==> config.mk <==
export PLATFORM = sky130hd
export DESIGN_NAME = tmds_channel_encoder_flat
export DESIGN_NICKNAME = d
export VERILOG_FILES = /design/src/rtl/tmds_channel_encoder_if.sv /design/src/rtl/tmds_channel_encoder.sv /design/src/flat_wrapper.sv
export SDC_FILE = /design/constraint.sdc
export NUM_CORES = 1
export LEC_CHECK = 0
export ABC_AREA = 1
export CAP_MARGIN = 10
export CORE_ASPECT_RATIO = 1.1
export CORE_MARGIN = 3
export CORE_UTILIZATION = 30
export CTS_CLUSTER_DIAMETER = 200
export DETAILED_ROUTE_END_ITERATION = 7
export MAX_ROUTING_LAYER = met4
export REMOVE_ABC_BUFFERS = 1
export SETUP_SLACK_MARGIN = 0.4
export SLEW_MARGIN = 20
export SYNTH_ARGS = -nofsm -noshare
export SYNTH_HDL_FRONTEND = slang
export SYNTH_SLANG_ARGS = --single-unit
==> constraint.sdc <==
create_clock -name sysclk -period 4.9 [get_ports sysclk]
set_input_delay 0.49 -clock sysclk [delete_from_list [all_inputs] [get_ports sysclk]]
set_output_delay 0.49 -clock sysclk [all_outputs]
set_load 0.02 [all_outputs]
==> src/rtl/tmds_channel_encoder_if.sv <==
// Video-side bundle for one TMDS channel: pixel/control inputs toward the
// encoder and the encoded symbol plus aligned data-enable back out.
interface tmds_channel_encoder_if;
   logic       de;
   logic [7:0] din;
   logic [1:0] ctrl;
   logic [9:0] tmds;
   logic       de_out;

   // Pixel/timing generator side: drives the video stream, receives symbols.
   modport master (
      output de,
      output din,
      output ctrl,
      input  tmds,
      input  de_out
   );

   // Encoder side.
   modport slave (
      input  de,
      input  din,
      input  ctrl,
      output tmds,
      output de_out
   );
endinterface

==> src/rtl/tmds_channel_encoder.sv <==
// Per-channel 8b/10b TMDS encoder (DVI 1.0 style).
// Stage 1 does transition minimisation, stage 2 does DC balancing with a
// running disparity counter, followed by LATENCY_ALIGN plain delay stages.
module tmds_channel_encoder #(
   parameter int unsigned LATENCY_ALIGN = 0
) (
   input  logic                 sysclk,
   input  logic                 rst,
   tmds_channel_encoder_if.slave link
);

   localparam logic [9:0] CTRL_TOKEN_00 = 10'b1101010100;
   localparam logic [9:0] CTRL_TOKEN_01 = 10'b0010101011;
   localparam logic [9:0] CTRL_TOKEN_10 = 10'b0101010100;
   localparam logic [9:0] CTRL_TOKEN_11 = 10'b1010101011;

   // Stage-2 symbol selection
   typedef enum logic [1:0] {
      MODE_CTRL,   // control period token
      MODE_BAL,    // cnt==0 or balanced q_m: polarity chosen by q_m[8]
      MODE_INV,    // invert data bits to pull disparity back toward zero
      MODE_PASS    // send data bits as-is
   } mode_t;

   // ---------------------------------------------------------------------
   // Stage 1: transition minimisation
   // ---------------------------------------------------------------------
   logic [3:0] n1d;
   logic       use_xnor;
   logic [8:0] q_m;
   logic [3:0] n1q;

   logic [8:0] q_m_r;
   logic [3:0] n1q_r;
   logic       de_r;
   logic [1:0] ctrl_r;

   // Choose XOR/XNOR chain from the input ones count and build q_m.
   always_comb begin
      n1d = '0;
      for (int unsigned i = 0; i < 8; i++) begin
         n1d = n1d + {3'b000, link.din[i]};
      end
      use_xnor = (n1d > 4'd4) || ((n1d == 4'd4) && !link.din[0]);
      q_m      = '0;
      q_m[0]   = link.din[0];
      for (int unsigned i = 1; i < 8; i++) begin
         q_m[i] = use_xnor ? ~(q_m[i-1] ^ link.din[i]) : (q_m[i-1] ^ link.din[i]);
      end
      q_m[8] = ~use_xnor;
      n1q    = '0;
      for (int unsigned i = 0; i < 8; i++) begin
         n1q = n1q + {3'b000, q_m[i]};
      end
   end

   // Stage-1 pipeline register.
   always_ff @(posedge sysclk) begin
      if (rst) begin
         q_m_r  <= '0;
         n1q_r  <= '0;
         de_r   <= 1'b0;
         ctrl_r <= '0;
      end else begin
         q_m_r  <= q_m;
         n1q_r  <= n1q;
         de_r   <= link.de;
         ctrl_r <= link.ctrl;
      end
   end

   // ---------------------------------------------------------------------
   // Stage 2: DC balance
   // ---------------------------------------------------------------------
   logic signed [4:0] cnt;
   logic signed [4:0] cnt_next;
   logic signed [5:0] cnt_ext;
   logic signed [5:0] cnt_sum;
   logic signed [5:0] n1s;
   logic signed [5:0] n0s;
   mode_t             mode;
   logic [9:0]        sym;

   // Pick the encoding mode, form the symbol and the next disparity.
   always_comb begin
      n1s     = $signed({2'b00, n1q_r});
      n0s     = 6'sd8 - n1s;
      cnt_ext = {cnt[4], cnt};
      cnt_sum = '0;
      sym     = CTRL_TOKEN_00;

      if (!de_r) begin
         mode = MODE_CTRL;
      end else if ((cnt == 5'sd0) || (n1q_r == 4'd4)) begin
         mode = MODE_BAL;
      end else if ((!cnt[4] && (n1q_r > 4'd4)) || (cnt[4] && (n1q_r < 4'd4))) begin
         mode = MODE_INV;
      end else begin
         mode = MODE_PASS;
      end

      unique case (mode)
         MODE_CTRL: begin
            unique case (ctrl_r)
               2'b00: sym = CTRL_TOKEN_00;
               2'b01: sym = CTRL_TOKEN_01;
               2'b10: sym = CTRL_TOKEN_10;
               2'b11: sym = CTRL_TOKEN_11;
            endcase
            cnt_sum = '0;
         end
         MODE_BAL: begin
            sym = {~q_m_r[8], q_m_r[8], q_m_r[8] ? q_m_r[7:0] : ~q_m_r[7:0]};
            if (q_m_r[8]) begin
               cnt_sum = cnt_ext + (n1s - n0s);
            end else begin
               cnt_sum = cnt_ext + (n0s - n1s);
            end
         end
         MODE_INV: begin
            sym     = {1'b1, q_m_r[8], ~q_m_r[7:0]};
            cnt_sum = cnt_ext + (q_m_r[8] ? 6'sd2 : 6'sd0) + (n0s - n1s);
         end
         MODE_PASS: begin
            sym     = {1'b0, q_m_r[8], q_m_r[7:0]};
            cnt_sum = cnt_ext - (q_m_r[8] ? 6'sd0 : 6'sd2) + (n1s - n0s);
         end
      endcase

      cnt_next = cnt_sum[4:0];
   end

   // Output delay line; index 0 is the stage-2 register itself.
   logic [9:0] tmds_pipe [0:LATENCY_ALIGN];
   logic       de_pipe   [0:LATENCY_ALIGN];

   // Stage-2 register: symbol, aligned data enable and running disparity.
   always_ff @(posedge sysclk) begin
      if (rst) begin
         tmds_pipe[0] <= CTRL_TOKEN_00;
         de_pipe[0]   <= 1'b0;
         cnt          <= '0;
      end else begin
         tmds_pipe[0] <= sym;
         de_pipe[0]   <= de_r;
         cnt          <= cnt_next;
      end
   end

   genvar k;
   for (k = 1; k <= LATENCY_ALIGN; k++) begin : g_align
      // Delay-matching stage, reset to the same idle token as stage 2.
      always_ff @(posedge sysclk) begin
         if (rst) begin
            tmds_pipe[k] <= CTRL_TOKEN_00;
            de_pipe[k]   <= 1'b0;
         end else begin
            tmds_pipe[k] <= tmds_pipe[k-1];
            de_pipe[k]   <= de_pipe[k-1];
         end
      end
   end

   assign link.tmds   = tmds_pipe[LATENCY_ALIGN];
   assign link.de_out = de_pipe[LATENCY_ALIGN];

endmodule

==> src/flat_wrapper.sv <==
// flat-port wrapper written by rule: the top's interface ports become plain ports
module tmds_channel_encoder_flat 
#(
   parameter int unsigned LATENCY_ALIGN = 0
)
  (sysclk, rst, link_de, link_din, link_ctrl, link_tmds, link_de_out);
  tmds_channel_encoder_if link_i ();
  input  logic sysclk;
  input  logic rst;
  input wire logic [$bits(link_i.de)-1:0] link_de;
  input wire logic [$bits(link_i.din)-1:0] link_din;
  input wire logic [$bits(link_i.ctrl)-1:0] link_ctrl;
  output wire logic [$bits(link_i.tmds)-1:0] link_tmds;
  output wire logic [$bits(link_i.de_out)-1:0] link_de_out;
  assign link_i.de = link_de;
  assign link_i.din = link_din;
  assign link_i.ctrl = link_ctrl;
  assign link_tmds = link_i.tmds;
  assign link_de_out = link_i.de_out;
  tmds_channel_encoder #(.LATENCY_ALIGN(LATENCY_ALIGN)) u_core (.sysclk(sysclk), .rst(rst), .link(link_i));
endmodule
==> After elaboration in Yosys (flattened, before gate mapping) <==
Memories as Yosys holds them, arrays and structs flattened.
Index checks and enable logic that the tools add are counted.
{ "totals": {"n_memories": 2, "mem_bits_rw": 11, "elab_cells": 95, "out_inout_bits": 11, "ff_bits": 21} }
{ "mem_list": {"columns": ["name", "depth", "word_bits", "read_ports", "rd_clocked_by_memory_dff", "write_ports", "line_no", "source"], "rows": [
  ["u_core.tmds_pipe", 1, 10, 1, 0, 1, "tmds_channel_encoder.sv:134", "logic [9:0] tmds_pipe [0:LATENCY_ALIGN];"],
  ["u_core.de_pipe", 1, 1, 1, 0, 1, "tmds_channel_encoder.sv:135", "logic de_pipe [0:LATENCY_ALIGN];"]
]} }
{ "classes": {"addsub": 23, "reduce_logical": 13, "bitwise": 17, "n_lt_le_gt_ge": 3, "n_eq_ne": 8, "muxes": 24} }
{ "ops": {"columns": ["operator", "count"], "rows": [
  ["$pmux 10 s4", 2],
  ["$add 4x1->4", 12],
  ["$add 5x5->5", 4],
  ["$pmux 5 s4", 1],
  ["$mux 1", 14],
  ["$mux 10", 1],
  ["$reduce_or 10->1", 1],
  ["$sub 5x5->5", 2],
  ["$not 1->1", 9],
  ["$eq 2x2->1 const B", 4],
  ["$eq 4x3->1 const B", 2],
  ["$gt 4x3->1 const B", 2],
  ["$mux 2", 4],
  ["$mux 8", 1],
  ["$not 8->8", 1],
  ["$xor 1x1->1", 7],
  ["$add 5x3->5", 1],
  ["$logic_not 5->1", 1],
  ["$mux 5", 1],
  ["$sub 4x4->5 const A", 1],
  ["$sub 5x3->5", 1],
  ["$add 1x1->2", 2],
  ["$eq 2x1->1 const B", 2],
  ["$logic_not 2->1", 2],
  ["other kinds (5)", 10]
]} }

==> Logic depth before layout (Yosys ltp) <==
{ "depth": {"depth_word": 30, "depth_mapped": 22, "mapped_depth_nobuf": 22} }

==> Least setup slack after synthesis <==
No wires, ideal clock.
{ "synth_path": {"path_type": "in2reg", "start": "input link_din[0]", "end": "register u_core.n1q_r[1]", "cell_stages": 21, "n_path_buf": 0, "arrival_time_ns": 5.303, "path_slack_ns": -0.468, "required_time_ns": 4.835, "path_cell_list": "ha_1 -> inv_1 -> fa_1 -> fa_1 -> inv_1 -> fa_1 -> fa_1 -> nor2_1 -> nand2_1 -> nand2_1 -> nand2_2 -> xor2_1 -> ha_1 -> inv_1 -> fa_1 -> inv_1 -> fa_1 -> fa_1 -> inv_1 -> fa_1 -> nor2_1"} }
{ "synth_between": {"elab_chain_cells": 30} }
{ "synth_rtl": {"columns": ["element", "line_no", "source"], "rows": [
  ["start: declaration", "flat_wrapper.sv:11", "input wire logic [$bits(link_i.din)-1:0] link_din;"],
  ["parallel branches: the longest is 10 deep, another holds $add 4x1->4", null, null],
  ["$mux 1 (*)", "tmds_channel_encoder.sv:48", "q_m[i] = use_xnor ? ~(q_m[i-1] ^ link.din[i]) : (q_m[i-1] ^ link.din[i]);"],
  ["via u_core.q_m[1]", "tmds_channel_encoder.sv:30", "logic [8:0] q_m;"],
  ["parallel branches: the longest is 18 deep, another holds $add 4x1->4", null, null],
  ["$add 4x1->4 (*)", "tmds_channel_encoder.sv:53", "n1q = n1q + {3'b000, q_m[i]};"],
  ["end signal: assignment", "tmds_channel_encoder.sv:66", "n1q_r <= n1q;"],
  ["end: declaration", "tmds_channel_encoder.sv:34", "logic [3:0] n1q_r;"]
]} }
Mark *: on every way through the listed nets, which the timed path passes.
A chain may end at the register's enable or synchronous reset.

==> Worst setup path in the final report <==
Ends and elaborated chain as after synthesis.

==> results_dict.tcl <==
set metrics [dict create \
    synth-async-reset-ratio_pct 0 \
    cts_tree "yes" \
    yosys.cell_types.count 35 \
    tritonroute_pass_1_iters 4 \
    total_leakage_power_nw 1.620 \
    detailed_route_via_count 2144 \
    final.period_utilization_pct 104.8 \
    initial_utilization_pct 31.77 \
    setup_repair_after_global_routing_missed_its_margin "true" \
    worst-path-max-fanout 2 \
    end_kind "flip-flop" \
    detailroute.wirelength.met2_mm 2.477 \
    drv_slew 0 \
    path_class "primary input to flip-flop" \
    drt-vias-per-instance 4.323 \
    grt_first_pass_wirelength_mm 8.811 \
    design.die.area_mm2 0.009754 \
    final_net_count 439 \
    route.antenna.remaining_nets 0 \
    yosysWarningCount 0 \
    cts_htree_levels 2 \
    finalSetupTns_ns -0.4022 \
    synthCells 345 \
    cp_data_required_time_ns 5.12 \
    worstMarginPinSlew_ns 0.6581 \
    initialDrtViolationCount 74 \
    netlist.top_cell.by_area "dfxtp_1" \
    synth-seq-area-share_pct 24.82 \
    antenna_found_initial 0 \
    vdd.ir_drop.worst_mv 0.1559 \
    timing.fmax_mhz 194.8 \
    drt-total-wl_mm 5.078 \
    cts_sinks 32 \
    hold_violations 0 \
    die_height_um 103.3 \
    clkLatencyLatePin_ns 0.29 \
    post_synth_main_area_contributors "dfxtp_1 25%, ha_1 13%, nand2_1 11%" \
    number_of_synthesized_flops_with_an_enable_pin 0 \
    final_common_cell "nand2_1" \
    setup_viol 3 \
    core_ar_mm2 0.008125 \
    sum_of_routed_wire_segments_on_met1_mm 2.365 \
    worst_setup_path_start_kind "primary input" \
    synth_to_layout_area_growth_pct 22.59 \
    diodes 0 \
    grt_usage_pct 11.76 \
    power.density_cell_area_mw_per_mm2 579.9 \
    drt_drc_violations_left 0 \
    clkSlewWorstSetupHoldPaths_ns 0.07 \
    violations "negative setup slack" \
    drv_cap 0 \
    postSynthRegisterBits 32 \
    io-pin-count 24 \
    dp_hpwl_mm 4.165 \
    grt_pass1_vias 2044 \
    root_buf_cell "clkbuf_8" \
    grt_start_max_net_pins 21 \
    layout-drive-gt1-share_pct 18.30 \
    synthesis.area_mm2 0.002581 \
    post-synth-top-area-fraction_pct 24.82 \
    outcome "complete, but fails checks" \
    cts-root-to-sink-buffers 2 \
    layout.cells.most_common_list "76 x nand2_1, 66 x inv_1, 32 x dfxtp_1" \
    die_w_um 94.44 \
    rows 34 \
    finalCriticalPeriod_ns 5.134 \
    relSlewSlack_pct 56.07 \
    hold_class "flip-flop to flip-flop" \
    place_congestion 0.8365 \
    detail_route.wl_per_cell_um 10.24 \
    synth_flop_cell "dfxtp_1" \
    post_synth.cell_area_avg_um2 7.482 \
    routed.top_layer "met4" \
    pnr_worst_setup_slack_ns -0.2336 \
    dr_wl_met3_um 125 \
    clock_skew_ns 0.004429 \
    cts_buf_count 5 \
    port_buffers 23 \
    holdBufCountCts 0 \
    cp.arrival_ns 5.36 \
    layout.core_utilization_pct 38.94 \
    overflow 0 \
]
per-layer routing:
layer  vias to the layer above  GRT usage (%)
met4                         0          5.000
met1                       972          13.48
met2                        34          20.85
li1                       1130              -
met3                         8          1.302
met5                         -              -
layout make-up:
| type | count | area (um^2) |
|---|---|---|
| fillers | 839 | 4961 |
| multi-input cells | 227 | 1638 |
| flip-flops and latches | 32 | 640.6 |
| repair buffers | 40 | 357.8 |
| inverters | 81 | 305.3 |
| well taps | 108 | 135.1 |
| clock buffers | 5 | 68.82 |
| clock inverters | 3 | 18.77 |
cells by family after synthesis:
| logic type | Yosys count | synth area share, % |
|---|---|---|
| buf+inv | 86 | 12.94 |
| fa+ha+maj | 39 | 22.39 |
| compound gates | 27 | 7.077 |
| simple gates | 144 | 26.27 |
| xor+xnor | 17 | 6.496 |
| flops | 32 | 24.82 |
final timing paths:
| path | slack [ns] | startpoint | end | depth (start not counted) |
|---|---|---|---|---|
| max | -0.23 | link_din[0] | u_core.n1q_r[1]$_SDFF_PP0_ | 22 |
| max reg2reg | 2.03 | u_core.q_m_r[8]$_SDFF_PP0_ | u_core.cnt[2]$_SDFF_PP0_ | 9 |
| min | 0.43 | u_core.cnt[0]$_SDFF_PP0_ | u_core.cnt[0]$_SDFF_PP0_ | 2 |
| min reg2reg | 0.43 | u_core.cnt[0]$_SDFF_PP0_ | u_core.cnt[0]$_SDFF_PP0_ | 2 |
Yosys cell counts (3+ instances only):
library cell	count
nand2_1	76
inv_1	71
dfxtp_1	32
nor2_1	28
ha_1	27
nand3_1	16
xor2_1	13
fa_1	12
nand2_2	10
inv_2	7
o2111ai_1	7
o21ai_0	7
nand3_2	5
a21oi_1	4
xnor2_1	3
power breakdown:
part / total, mW / leakage (nW) / switching (mW) / internal, mW
Sequential: 0.374 / 0.265 / 0.0548 / 0.319
Combinational: 1.26 / 1.31 / 0.722 / 0.539
Clock: 0.200 / 0.0479 / 0.101 / 0.0988
sequential cells by signal (all words and copies together) (netlist names):
name and flops:
u_core.tmds_pipe 10, u_core.q_m_r 9, u_core.cnt 5, u_core.n1q_r 4
u_core.ctrl_r 2, u_core.de_pipe 1, u_core.de_r 1
through the flow:
step / hold slack [ns] / instance area [um^2] / setup WS [ns] / cells / power [mW]
3_5_place_dp: 0.4194 / 3008 / -1.018 / 483 / 1.581
4_1_cts: 0.4327 / 3157 / -0.3359 / 495 / 1.847
6_report: 0.4315 / 3164 / -0.2336 / 496 / 1.835
2_1_floorplan: 0.4101 / 2552 / -0.4673 / 340 / 1.312
3_3_place_gp: 0.4197 / 3008 / -0.9039 / 483 / 1.541
5_1_grt: 0.4590 / 3164 / -0.4229 / 496 / 2.056
worst max-delay path, cell delays in order:
cell and delay, ns:
buf_6 0.10, ha_4 0.26, inv_2 0.03, fa_1 0.44, fa_1 0.51, inv_2 0.04
fa_2 0.34, fa_1 0.43, nor2_1 0.11, nand2_1 0.05, nand2_1 0.07, nand2_2 0.07
xor2_2 0.19, ha_1 0.29, inv_2 0.04, fa_1 0.47, inv_1 0.05, fa_1 0.45
fa_2 0.36, inv_2 0.06, fa_2 0.41, nor2_1 0.09
what timing repair did:
action | in CTS | in global routing
buffers inserted | 4 | 1
pin swaps | 11 | 7
resized for setup | 23 | 1
endpoints found under the setup margin | 4 | 4
No activity file was read; power rests on OpenSTA's default activity.
